==> src/rtl/spi_baud_gen_param.sv <==
// rtl/spi_baud_gen_param.sv - SPI SCLK generator with sample/shift strobes, pre-strobes and per-frame edge counter
// Divisor (sppr+1)*2^(spr+1) and frame length are latched on activation; sclk = cpol ^ phase register.
module spi_baud_gen_param #(
   parameter int SPPR_W  = 3,
   parameter int SPR_W   = 3,
   parameter int CNT_W   = 12,
   parameter int FRAME_W = 4
) (
   input  logic               PCLK,
   input  logic               PRESETn,
   input  logic [1:0]         spi_mode,
   input  logic               spiswai,
   input  logic [SPPR_W-1:0]  sppr,
   input  logic [SPR_W-1:0]   spr,
   input  logic               cpol,
   input  logic               cpha,
   input  logic               ss,
   input  logic [FRAME_W-1:0] frame_len,
   output logic               sclk,
   output logic               sample_stb,
   output logic               shift_stb,
   output logic               pre_sample_stb,
   output logic               pre_shift_stb,
   output logic [FRAME_W-1:0] bit_idx,
   output logic               busy,
   output logic               frame_done,
   output logic               frame_abort,
   output logic [CNT_W-1:0]   baudratedivisor
);

   localparam int EW = FRAME_W + 1;

   generate
      if (CNT_W < SPPR_W + (1 << SPR_W) + 1) begin : g_cnt_w_check
         $error("CNT_W cannot hold the largest divisor");
      end
   endgenerate

   logic [CNT_W-1:0] pre_div;
   logic [CNT_W-1:0] div_q;
   logic [CNT_W-1:0] div_eff;
   logic [CNT_W-1:0] count;
   logic [EW-1:0]    last_live;
   logic [EW-1:0]    last_q;
   logic [EW-1:0]    last_eff;
   logic [EW-1:0]    edge_cnt;
   logic             phase;
   logic             active;
   logic             first;
   logic             edge_w;
   logic             pre_w;
   logic             is_sample;

   assign pre_div         = CNT_W'(sppr) + CNT_W'(1);
   assign baudratedivisor = pre_div << ({1'b0, spr} + (SPR_W + 1)'(1));

   assign active = ~ss & ~spiswai & ~spi_mode[1];
   assign first  = active & ~busy;

   // frame_len==0 wraps to all ones, which is exactly 2*2^FRAME_W-1
   assign last_live = {frame_len, 1'b0} - EW'(1);

   // The activation cycle already runs on the freshly selected config
   assign div_eff  = first ? baudratedivisor : div_q;
   assign last_eff = first ? last_live : last_q;

   assign edge_w    = active & (count == div_eff - CNT_W'(1));
   assign pre_w     = active & (count == div_eff - CNT_W'(2));
   // Even edge_cnt is the leading edge; it samples when cpha=0
   assign is_sample = (edge_cnt[0] == cpha);

   assign sclk    = cpol ^ phase;
   assign bit_idx = edge_cnt[EW-1:1];

   always_ff @(posedge PCLK or negedge PRESETn) begin
      if (!PRESETn) begin
         busy           <= 1'b0;
         div_q          <= '0;
         last_q         <= '0;
         count          <= '0;
         edge_cnt       <= '0;
         phase          <= 1'b0;
         sample_stb     <= 1'b0;
         shift_stb      <= 1'b0;
         pre_sample_stb <= 1'b0;
         pre_shift_stb  <= 1'b0;
         frame_done     <= 1'b0;
         frame_abort    <= 1'b0;
      end else begin
         busy           <= active;
         sample_stb     <= edge_w & is_sample;
         shift_stb      <= edge_w & ~is_sample;
         pre_sample_stb <= pre_w & is_sample;
         pre_shift_stb  <= pre_w & ~is_sample;
         frame_done     <= edge_w & (edge_cnt == last_eff);
         frame_abort    <= ~active & (edge_cnt != '0);
         if (first) begin
            div_q  <= baudratedivisor;
            last_q <= last_live;
         end
         if (!active) begin
            count    <= '0;
            edge_cnt <= '0;
            phase    <= 1'b0;
         end else if (edge_w) begin
            count    <= '0;
            phase    <= ~phase;
            edge_cnt <= (edge_cnt == last_eff) ? '0 : edge_cnt + EW'(1);
         end else begin
            count <= count + CNT_W'(1);
         end
      end
   end

endmodule

==> config.mk <==
export PLATFORM = sky130hd
export DESIGN_NAME = spi_baud_gen_param
export DESIGN_NICKNAME = d
export VERILOG_FILES = /design/src/rtl/spi_baud_gen_param.sv
export SDC_FILE = /design/constraint.sdc
export NUM_CORES = 1
export LEC_CHECK = 0
export BUFFER_PORTS_ARGS = -buffer_cell sky130_fd_sc_hd__buf_2
export CAP_MARGIN = 20
export CORE_MARGIN = 10
export CORE_UTILIZATION = 45
export DETAILED_ROUTE_END_ITERATION = 10
export GPL_ROUTABILITY_DRIVEN = 0
export MAX_ROUTING_LAYER = met4
export PLACE_DENSITY = 0.67
export REMOVE_ABC_BUFFERS = 1
export SLEW_MARGIN = 5
export SYNTH_ARGS = -nofsm -noshare
export SYNTH_HDL_FRONTEND = slang
export SYNTH_SLANG_ARGS = --single-unit
==> constraint.sdc <==
create_clock -name PCLK -period 4.1 [get_ports PCLK]
set_input_delay 0.205 -clock PCLK [delete_from_list [all_inputs] [get_ports PCLK]]
set_output_delay 0.205 -clock PCLK [all_outputs]
set_load 0.02 [all_outputs]
==> run_results.csv <==
group,metric,value,unit
global_route,grtUsageTotal,14.50,%
floorplanning,start_util,46.03,%
route,drt_iter0_drc,170,
final_layout,final_area,3695,um^2
final_layout,final-seq-area,1051,um^2
synthesis,ys_ff_latch,42,
power_and_ir_drop,pwr-share-clk,26.7,%
final_layout,area_growth,11.86,%
synthesis,synth_edf_count,0,
clock_network,cts-hold-fix-buffers,0,
critical_path,crit_arrival,3.73,ns
floorplanning,core_area,7176,um^2
clock_network,cts_sinks,42,
floorplanning,die_h,105.7,um
critical_path,crit_path_end_kind,"flop",
sta,setup_violations,0,
synthesis,async_reset_ff_share,100.0,%
global_route,busiest_layer,"met2",
sta,skew,0.009951,ns
critical_path,cp.required,4.29,ns
place,hpwlAfterDp,6.115,mm
synthesis,ys_types,85,
global_route,grtUsageMet3,3.045,%
global_route,grt_pass1_vias,2750,
final_layout,nFillCells,666,
global_route,grt_pass1_wl,13.26,mm
clock_network,cts_tree,"done",
final_layout,fin_util,51.49,%
floorplanning,num_io_pins,42,
final_layout,multiInputGateArea,2063,um^2
synthesis,synth_cells,347,
clock_network,numCtsBuffers,5,
sta,maxSlewHeadroom,36.47,%
floorplanning,die-area,11170,um^2
power_and_ir_drop,intPower,0.8058,mW
route,drt_first_pass_iters,4,
power_and_ir_drop,peakVddDrop,0.0001455,V
critical_path,worst-path-buf-inv,2,
route,antenna_left,0,
final_layout,diodes,0,
clock_network,clkLatencyLatePin,0.30,ns
final_layout,drive_gt1_share,27.25,%
power_and_ir_drop,p_per_area,335.7,nW/um^2
route,vias,2690,
flow_run,max_cap_violations,0,
route,wirelength,7.850,mm
critical_path,cp_max_fo,15,
synthesis,yosysWarnings,0,
power_and_ir_drop,comb_power_share,37.1,%
place,dpl_cell_area,3585,um^2
synthesis,syn_area,3303,um^2
global_route,grt_use_met2,24.29,%
route,wire_per_inst,16.09,um
global_route,grt_max_degree,43,
power_and_ir_drop,power_frac_seq,36.2,%
synthesis,synth.avg_cell_area,9.519,um^2
clock_network,clockRootBuffer,"clkbuf_8",
clock_network,cts.clk_slew.worst_paths,0.09,ns
synthesis,ys_seq_area_share,31.82,%
sta,hold_viol,0,
floorplanning,fp.dieW,105.7,um
critical_path,worstPathCellList,"or4_4, buf_4, o31a_1, ha_1, nand2_1, xor2_1, o2111ai_2, a2111oi_4, o2111ai_2, buf_4, o21ai_0, a21oi_1",
min_path,hold_path_class,"in2async",
route,routed_via_density,5.512,
sta,rsz0062_at_grt,"no",
sta,worst_slew_pin_slew,0.9529,ns
critical_path,cpLargestDelayFamily,"compound AO/OA/AOI/OAI gates",
route,post-route-drc-count,0,
floorplanning,rows,31,
critical_path,crit_slowest_cell,"or4_4",
clock_network,postCtsSetupBuffers,0,
power_and_ir_drop,power.leakage,1.644,nW
power_and_ir_drop,power_switching,0.4345,mW
sta,period_share,86.24,%
sta,fmax,282.8,MHz
power_and_ir_drop,p_sw_share,35.03,%
clock_network,clk_path_buf_depth,2,
synthesis,ys.flop_type,"dfrtp_1",
status,status,"finished, final reports clean",
global_route,grt-ovfl-total,0,
clock_network,htreeDepth,2,
final_layout,nNetsFinal,414,
global_route,antenna_found_initial,0,
sta,fin_crit,3.536,ns
clock_network,cts_resized,0,
sta,slew_viol_final,0,
place,io_buffers,40,
global_route,grtUsageMet1,16.84,%
sta,fin_tns_setup,0,ns
critical_path,critPathLaunchType,"flop",
critical_path,cp_slowest_stage_delay,0.50,ns
critical_path,path_class,"reg2reg",
## metrics by stage
stage	cells	power [mW]	hold WS (ns)	setup slack, ns
2_1_floorplan	331	0.7960	-0.09059	0.5829
3_3_place_gp	480	0.9006	0.3965	0.3251
3_5_place_dp	480	0.9140	0.4119	0.2932
4_1_cts	488	1.247	0.08441	0.5537
5_1_grt	488	1.310	0.1231	0.3540
6_report	488	1.240	0.04450	0.5642
## layout make-up
| cell class | count | share of cell area [%] |
|---|---|---|
| Multi-Input combinational cell | 270 | 55.84 |
| Sequential cell | 42 | 28.45 |
| Timing Repair Buffer | 50 | 7.450 |
| Tap cell | 99 | 3.353 |
| Clock buffer | 6 | 1.964 |
| Inverter | 19 | 1.930 |
| Clock inverter | 2 | 1.016 |
## synth_stat cells (3+ instances only)
cell type	count	area share, %
a21o_1	3	0.68
a21oi_1	9	1.4
a21oi_2	3	0.80
a31oi_1	4	0.76
and2_1	6	1.1
and2b_1	3	0.68
and3_1	8	1.5
buf_4	5	1.1
buf_6	5	1.7
clkbuf_1	5	0.57
dfrtp_1	42	32
ha_1	8	3.0
inv_1	18	2.0
mux2i_1	3	0.91
nand2_1	19	2.2
nand2b_1	4	0.76
nand3_1	20	3.0
nand4_1	6	1.1
nor2_1	22	2.5
nor2_2	10	1.9
nor3_1	9	1.4
o211ai_1	5	1.1
o21a_1	3	0.68
o21ai_0	8	1.2
o21ai_1	3	0.45
o22ai_1	3	0.57
or2b_1	3	0.68
xnor2_1	24	6.4
xor2_1	18	4.8
## final timing paths
path	startpoint	to	slack, ns	cells past startpoint
max	busy$_DFF_PN0_	edge_cnt[2]$_DFFE_PN0P_	0.56	12
min	PRESETn	edge_cnt[3]$_DFFE_PN0P_	0.04	1
max reg2reg	busy$_DFF_PN0_	edge_cnt[2]$_DFFE_PN0P_	0.56	12
min reg2reg	last_q[0]$_DFF_PN0_	last_q[0]$_DFF_PN0_	0.50	1
max in group asynchronous	PRESETn	div_q[4]$_DFF_PN0_	3.46	1
min in group PCLK	frame_len[0]	last_q[1]$_DFF_PN0_	0.20	2
## layer usage
layer | wire length, um | vias up | share of wire (%)
li1 | - | 1313 | -
met1 | 3469 | 1294 | 44
met2 | 3819 | 74 | 49
met3 | 426 | 9 | 5.4
met4 | 135 | 0 | 1.7
met5 | 0 | - | 0
## logic make-up (layout without fill, tap and decap cells)
| family | after synthesis | count (layout) | share of synthesized area [%] |
|---|---|---|---|
| and+or+nand+nor | 142 | 142 | 25.57 |
| xor gates and xnor gates | 44 | 44 | 12.65 |
| buffers and inverters | 35 | 77 | 5.719 |
| adders and majority gates | 8 | 8 | 3.030 |
| muxes | 5 | 5 | 1.818 |
| AOI/OAI and AO/OA | 71 | 71 | 19.39 |
| DFF | 42 | 42 | 31.82 |
## power groups by stage
stage               registers, mW  clock network (mW)  logic [mW]
detailed placement          0.457                   0       0.457
global placement            0.456                   0       0.445
global route                0.452               0.355       0.503
CTS                         0.449               0.339       0.459
finish                      0.449               0.331       0.461
floorplan                   0.454                   0       0.342
## placed cells by master (no fill, tap or decap), types with 3 or more instances in the layout
| cell | instances |
|---|---|
| and3_1 | 8 |
| xnor2_1 | 24 |
| mux2i_1 | 3 |
| nor2_1 | 22 |
| and2_1 | 6 |
| nor2_2 | 10 |
| a31oi_1 | 4 |
| clkbuf_8 | 5 |
| nor3_1 | 9 |
| nand2b_1 | 4 |
| dfrtp_1 | 42 |
| o21a_1 | 3 |
| a21o_1 | 3 |
| a21oi_2 | 3 |
| and2b_1 | 3 |
| o21ai_0 | 8 |
| or2b_1 | 3 |
| o21ai_1 | 3 |
| inv_1 | 18 |
| buf_2 | 40 |
| ha_1 | 8 |
| o211ai_1 | 5 |
| nand2_1 | 19 |
| nand3_1 | 20 |
| o22ai_1 | 3 |
| xor2_1 | 18 |
| nand4_1 | 6 |
| a21oi_1 | 9 |
| buf_4 | 10 |
## state kept, by name, indices dropped and copies added (netlist names)
| name | cells |
|---|---|
| count | 12 |
| div_q | 12 |
| edge_cnt | 5 |
| last_q | 5 |
| busy | 1 |
| frame_abort | 1 |
| frame_done | 1 |
| phase | 1 |
| pre_sample_stb | 1 |
| pre_shift_stb | 1 |
| sample_stb | 1 |
| shift_stb | 1 |
Note: power is estimated with default switching activity, not from simulation.
